[src/rtl/fetch_ctrl.sv]
// rtl/fetch_ctrl.sv - instruction fetch controller with one-entry fetch buffer and redirect handling
// Optional stall counter enabled by FETCH_PERF_EN.
module fetch_ctrl (
   input  logic        clk,
   input  logic        reset,
   input  logic        stall,
   input  logic        br_valid,
   input  logic [31:0] br_target,
   output logic        imem_req,
   output logic [31:0] imem_addr,
   input  logic        imem_ack,
   input  logic [31:0] imem_rdata,
   output logic [31:0] instr,
   output logic [31:0] pc_out,
   output logic        instr_valid
`ifdef FETCH_PERF_EN
   ,
   output logic [31:0] stall_cnt
`endif
);

   localparam logic [31:0] RESET_PC = 32'h0000_3000;

   typedef enum logic [1:0] {IDLE, FETCH, WAIT} state_t;

   state_t      state, state_nx;
   logic [31:0] fa, fa_nx;
   logic [31:0] redir_tgt, redir_tgt_nx;
   logic        redir_pend, redir_pend_nx;
   logic [31:0] instr_nx, pc_nx;
   logic        valid_nx;
   logic        acc, consume, load;

   assign acc       = !instr_valid || !stall;
   assign consume   = instr_valid && !stall;
   assign imem_req  = ((state == FETCH) && acc) || (state == WAIT);
   assign imem_addr = fa;

   always_ff @(posedge clk) begin
      if (!reset) begin
         state       <= IDLE;
         fa          <= RESET_PC;
         redir_pend  <= 1'b0;
         redir_tgt   <= 32'h0;
         instr       <= 32'h0;
         pc_out      <= RESET_PC;
         instr_valid <= 1'b0;
      end else begin
         state       <= state_nx;
         fa          <= fa_nx;
         redir_pend  <= redir_pend_nx;
         redir_tgt   <= redir_tgt_nx;
         instr       <= instr_nx;
         pc_out      <= pc_nx;
         instr_valid <= valid_nx;
      end
   end

   always_comb begin
      state_nx      = state;
      fa_nx         = fa;
      redir_pend_nx = redir_pend;
      redir_tgt_nx  = redir_tgt;
      load          = 1'b0;
      case (state)
         IDLE: begin
            state_nx = FETCH;
            if (br_valid) fa_nx = br_target;
         end
         FETCH: begin
            if (!imem_req) begin
               if (br_valid) fa_nx = br_target;
            end else if (imem_ack) begin
               if (br_valid) begin
                  fa_nx = br_target;
               end else begin
                  load  = 1'b1;
                  fa_nx = fa + 32'd4;
               end
            end else begin
               // Request stays outstanding: a redirect must wait for the ack.
               state_nx = WAIT;
               if (br_valid) begin
                  redir_pend_nx = 1'b1;
                  redir_tgt_nx  = br_target;
               end
            end
         end
         WAIT: begin
            if (imem_ack) begin
               state_nx      = FETCH;
               redir_pend_nx = 1'b0;
               if (br_valid) begin
                  fa_nx = br_target;
               end else if (redir_pend) begin
                  fa_nx = redir_tgt;
               end else begin
                  load  = 1'b1;
                  fa_nx = fa + 32'd4;
               end
            end else if (br_valid) begin
               redir_pend_nx = 1'b1;
               redir_tgt_nx  = br_target;
            end
         end
         default: state_nx = IDLE;
      endcase

      valid_nx = instr_valid;
      instr_nx = instr;
      pc_nx    = pc_out;
      if (br_valid) begin
         valid_nx = 1'b0;
      end else if (load) begin
         valid_nx = 1'b1;
         instr_nx = imem_rdata;
         pc_nx    = fa;
      end else if (consume) begin
         valid_nx = 1'b0;
      end
   end

`ifdef FETCH_PERF_EN
   always_ff @(posedge clk) begin
      if (!reset) begin
         stall_cnt <= 32'h0;
      end else if (instr_valid && stall) begin
         stall_cnt <= stall_cnt + 32'd1;
      end
   end
`endif

endmodule

[config.mk]
export PLATFORM = sky130hd
export DESIGN_NAME = fetch_ctrl
export DESIGN_NICKNAME = d
export VERILOG_FILES = /design/src/rtl/fetch_ctrl.sv
export SDC_FILE = /design/constraint.sdc
export NUM_CORES = 1
export LEC_CHECK = 0
export ABC_AREA = 1
export CAP_MARGIN = 10
export CORE_ASPECT_RATIO = 2
export CORE_MARGIN = 4
export CORE_UTILIZATION = 50
export DETAILED_ROUTE_END_ITERATION = 12
export GPL_ROUTABILITY_DRIVEN = 0
export PLACE_DENSITY = 0.92
export SYNTH_ARGS = -nofsm -noshare
export SYNTH_HDL_FRONTEND = slang
export SYNTH_SLANG_ARGS = --single-unit
[constraint.sdc]
create_clock -name clk -period 5.1 [get_ports clk]
set_clock_uncertainty 0.15 [all_clocks]
set_input_delay 0.51 -clock clk [delete_from_list [all_inputs] [get_ports clk]]
set_output_delay 0.51 -clock clk [all_outputs]
set_load 0.05 [all_outputs]
* Yosys cells after proc, flatten, opt, wreduce, memory -nomap -nowiden
Index checks and enable logic that the tools add are counted.
Word-level totals: register bits 132, bits in latches 0, bits in writable memories 0, bits in read-only memories 0, bits of input ports 69, output and inout port bits 98, logic and storage cells 62, memories 0
Cells by class: add/sub/neg operators 1, multiply operators 0, div/mod/pow operators 0, magnitude comparators 0, eq/ne operators 6, shifts and indexed selects 0, multiplexer cells 30, bitwise gates (word level) 2, reductions and logical operators 16
Operator list (count):
- 32-bit 2-to-1 mux | 10
- 32-bit one-hot mux with 3 select lines | 1
- 32-bit one-hot mux with 2 select lines | 1
- 32-bit by 3-bit adder with 32-bit output (second input constant) | 1
- 1-bit 2-to-1 mux | 12
- 3-bit AND reduction | 3
- 2-bit 2-to-1 mux | 3
- 2-bit != test (second input constant) | 3
- 2-bit one-hot mux with 3 select lines | 1
- 1-bit one-hot mux with 2 select lines | 2
- 2-bit AND reduction | 2
- 2-bit nonzero test | 2
- 3-bit != test (second input constant) | 1
- 3-bit nonzero test | 1
- 2-bit by 1-bit equality test with 1-bit output (second input constant) | 1
- 2-bit equality test (second input constant) | 1
- 1-bit logical AND | 2
- 1-bit logical NOT | 2
- 2-bit logical NOT | 1
- 1-bit logical OR | 2
- 1-bit inverter | 2
- 2-bit OR reduction | 1

* Depth between registers and ports, before layout
depth in word-level cells 7, mapped depth 13, depth with buffers taken out 13

* Worst setup path before layout
Ideal clock, no wire load.
path kind register to register, from register state[0], to register fa[2] (netlist: imem_addr[2]), library setup time 0.135 ns, data arrival time 2.030 ns, data required time 4.815 ns, path slack 2.785 ns, cell stages (with the launch flop) 10, buffers on the path 0, period minus slack after synthesis 2.315 ns, cell sequence dfxtp_1 > inv_1 > ha_1 > nor2_1 > nor2_1 > o21ai_0 > nand2_1 > nand3_1 > nand3_1 > a21oi_1
Between the ends: word-level cells in the longest chain between the ends 5, elaborated cells on any way between the ends 11, those cells by class 4 x eq/ne; 2 x mux; 5 x reduce/logical
Ends and longest elaborated chain:
- start, declared | line 26 | state_t state, state_nx;
- start signal, assigned | line 49 | state <= state_nx;
- 2-bit by 1-bit equality test with 1-bit output | line 36 | assign imem_req = ((state == FETCH) && acc) || (state == WAIT);
- 1-bit logical AND | line 36
- 1-bit logical OR (*) | line 36
- named net imem_req | line 9 | output logic imem_req,
- 3-bit != test (no line) or 32-bit 2-to-1 mux (tied branches)
- 3-bit AND reduction (no line) or 32-bit one-hot mux with 3 select lines (tied branches)
- end signal, assigned | line 50 | fa <= fa_nx;
- end, declared | line 27 | logic [31:0] fa, fa_nx;
The timed path passes the listed nets; every way through them passes the cells marked *. A chain may end at the register's enable or synchronous reset.

* Worst setup path in the final report
from input port br_valid, to register pc_out[6]
Between the ends: word-level cells in the longest chain between the ends 5, elaborated cells on any way between the ends 8, those cells by class 6 x mux; 1 x bitwise; 1 x reduce/logical
Ends and longest elaborated chain:
- start, declared | line 7 | input logic br_valid,
- 1-bit 2-to-1 mux | line 74 | if (br_valid) begin
- 1-bit 2-to-1 mux | line 73 | end else if (imem_ack) begin
- 1-bit 2-to-1 mux | line 71 | if (!imem_req) begin
- 1-bit one-hot mux with 2 select lines | line 65 | case (state)
- 2-bit AND reduction (no line) (*)
- end signal, assigned | line 54 | pc_out <= pc_nx;
- end, declared | line 14 | output logic [31:0] pc_out,
Mark *: on every way between the ends. The rest lies on a longest branch, timed or not.

==> flow_summary.yaml <==
layout:
  n_antenna_cell: 0
  fin_nets: 1203
  drive_above_1_share: 0.08669
  layout-area-overhead-vs-synth_pct: 33.05
sta:
  slew_viol_final: 0
  period_needed_ns: 3.400
  final_hold_viol_count: 0
  fmax_mhz: 294.1
  whs_ns: 0.3140
  fin_setup_tns_ns: 0
  worstMarginPinSlew_ns: 1.029
  rsz0062_at_grt: "no"
  finalSetupViolations: 0
  timing.final.crit_share: 0.6666
  slew_headroom: 0.3139
global_route:
  overflow: 0
  grt_pass1_vias: 7327
  grt_start_max_net_pins: 119
  antenna_found_initial: 0
  track_usage: 0.2856
  grt_pass1_wl_um: 35630
route:
  route.detailed.drc: 0
  avgViaCountPerCell: 5.825
  drt_iter0_markers: 850
  wl_um: 22440
  wl_per_cell_um: 17.34
  drt.antenna.violating_nets: 0
  routed-via-count: 7537
  drt_first_pass_iters: 6
setup_path:
  slowest_stage: "clkdlybuf4s50_1"
  cp_top_family: "buffers and inverters"
  crit_top_cell: "inv_2"
  rr_worst_depth: 10
  required_ns: 5.31
  crit_cells: 9
  end_kind: "register"
  critPathMaxStageDelay_ns: 0.67
  worstPathCellList: "clkdlybuf4s50_1, inv_2, nand2_1, inv_1, nand3_2, inv_2, buf_4, o21ai_0, a21oi_1"
  cp_max_fo: 43
  path_buf_inv: 5
  start_kind: "primary input"
  path_class: "in2reg"
  cp.arrival_ns: 3.61
pwr:
  clockPowerShare: 0.247
  intPower_mw: 2.717
  power_switching_mw: 2.336
  swShare: 0.4623
  comb_power_share: 0.457
  vdd_drop_max_v: 0.0003043
  power-per-cell-area_nw_per_um2: 563.6
  p_leak_nw: 3.382
  p_seq_frac: 0.296
clocking:
  cts_sinks: 132
  insertion_delay_ns: 0.43
  clk_pin_slew_ns: 0.06
  cts_tree: "done"
  cts-resized-gates: 0
  cts_root_buf: "clkbuf_16"
  ctsHoldBuffers: 0
  cts_buffer_depth: 2
  cts_setup_buffers: 0
  numCtsBuffers: 17
  htree_levels: 4
yosys:
  yosysSeqAreaShare: 0.3922
  synth-edff-count: 0
  synth_common_cells: "nor2_1 (176), nand2_1 (174), dfxtp_1 (132)"
  synth_top_area_share: 0.3922
  yosysWarnings: 0
  syn_area_per_cell_um2: 6.806
  ys_ff_latch: 132
  synthDistinctLibCells: 49
  synth_area_leaders: "dfxtp_1 (39%), nor2_1 (9.8%), o21ai_0 (9.7%)"
  syn_nets: 1064
  yosys_most_used_dff: "dfxtp_1"
  netlist_area_um2: 6738
  synthCells: 990
  async_flop_share: 0
  yosysTopAreaCell: "dfxtp_1"
  synth_most_common_cell: "nor2_1"
placement:
  dp_hpwl_um: 15340
  port_buffers: 166
min_path:
  min_path_type: "reg2reg"
  holdPathStages: 2
die:
  start_util: 0.5128
  fp.dieW_um: 90.09
  core-area_um2: 13140
  rows: 59
  die_y_um: 172.2
  die_area_um2: 15510
  io_pins: 167
run_status:
  status: "completed"
job:
  max-cap-violations: 0
## path summary, 6_finish.rpt
path	startpoint	end	slack (ns)
max	br_valid	pc_out[6]	1.70
min	redir_tgt[1]	redir_tgt[1]	0.31
max reg2reg	state[1]	pc_out[6]	1.95
min reg2reg	redir_tgt[1]	redir_tgt[1]	0.31
## worst reg2reg max path, cell delays in order (launching register included)
cell and delay [ns]:
dfxtp_1 0.38, inv_1 0.08, ha_1 0.27, buf_4 0.36, nand2_1 0.13, inv_1 0.12
nand3_2 0.32, inv_2 0.62, buf_4 0.34, o21ai_0 0.13, a21oi_1 0.18
## power groups by stage
stage / registers [mW] / logic (mW) / clock network [mW]
final: 1.50 / 2.31 / 1.25
after global placement: 1.49 / 2.22 / 0
after floorplan: 1.96 / 1.08 / 0
after global routing: 1.52 / 2.47 / 1.30
after CTS: 1.48 / 2.27 / 1.25
after detailed placement: 1.50 / 2.25 / 0
## cell families (layout without fill, tap and decap cells)
kind of cell	after synthesis	count (layout)	share of synthesized area
buffers and inverters	126	278	0.08226
XOR/XNOR	1	1	0.001300
adder cells (fa/ha/maj)	5	5	0.009285
flip-flops	132	132	0.3922
AND/OR/NAND/NOR	457	457	0.2929
AO/OA/AOI/OAI	269	269	0.2221
## placed cells by master, fill, tap and decap left out, drive strengths merged
cell type        n
o211ai           5
o31ai            2
a22oi            1
nand4            8
o21ai          150
inv             76
o21bai           2
a211oi           3
ha               5
or2             12
nand3           50
a311oi           1
a21o             1
dfxtp          132
clkbuf          19
a21oi           96
a31o             1
buf             10
clkdlybuf4s50  165
nor4             3
bufinv           2
o22ai            7
nor2           184
clkinvlp         3
nand2          179
clkinv           3
xor2             1
and2             3
nand3b           3
nor3            15
## final cells by class
class	instances	area [um^2]
clock inverter	13	145.1
clock buffer	19	452.9
fill	1064	4175
inverter	71	269.0
timing repair buffer	175	1724
tap	152	190.2
multi-input combinational	732	3541
sequential	132	2643
## sequential cells by signal, summed over array words and instances (netlist names)
signal and cells:
imem_addr 32, instr 32, instr_valid 1, pc_out 32, redir_pend 1, redir_tgt 32
state 2
## metrics by stage
step | setup WS [ns] | cells | util | total power, mW | area (um^2)
5_1_grt | 1.414 | 1294 | 0.6823 | 5.291 | 8965
6_report | 1.700 | 1294 | 0.6823 | 5.053 | 8965
3_5_place_dp | 1.385 | 1262 | 0.6367 | 3.748 | 8367
4_1_cts | 1.769 | 1294 | 0.6823 | 4.997 | 8965
3_3_place_gp | 1.501 | 1262 | 0.6367 | 3.714 | 8367
2_1_floorplan | 2.785 | 990 | - | 3.043 | 6738
## per-layer routing
metal	track usage	vias to the layer above	routed length, um	part of all wire
li1	-	3544	-	-
met1	0.3175	3355	8256	0.37
met2	0.4818	515	10900	0.49
met3	0.06487	123	1922	0.086
met4	0.2035	0	1363	0.061
met5	0	-	0	0
(Power assumes the default switching activity.)
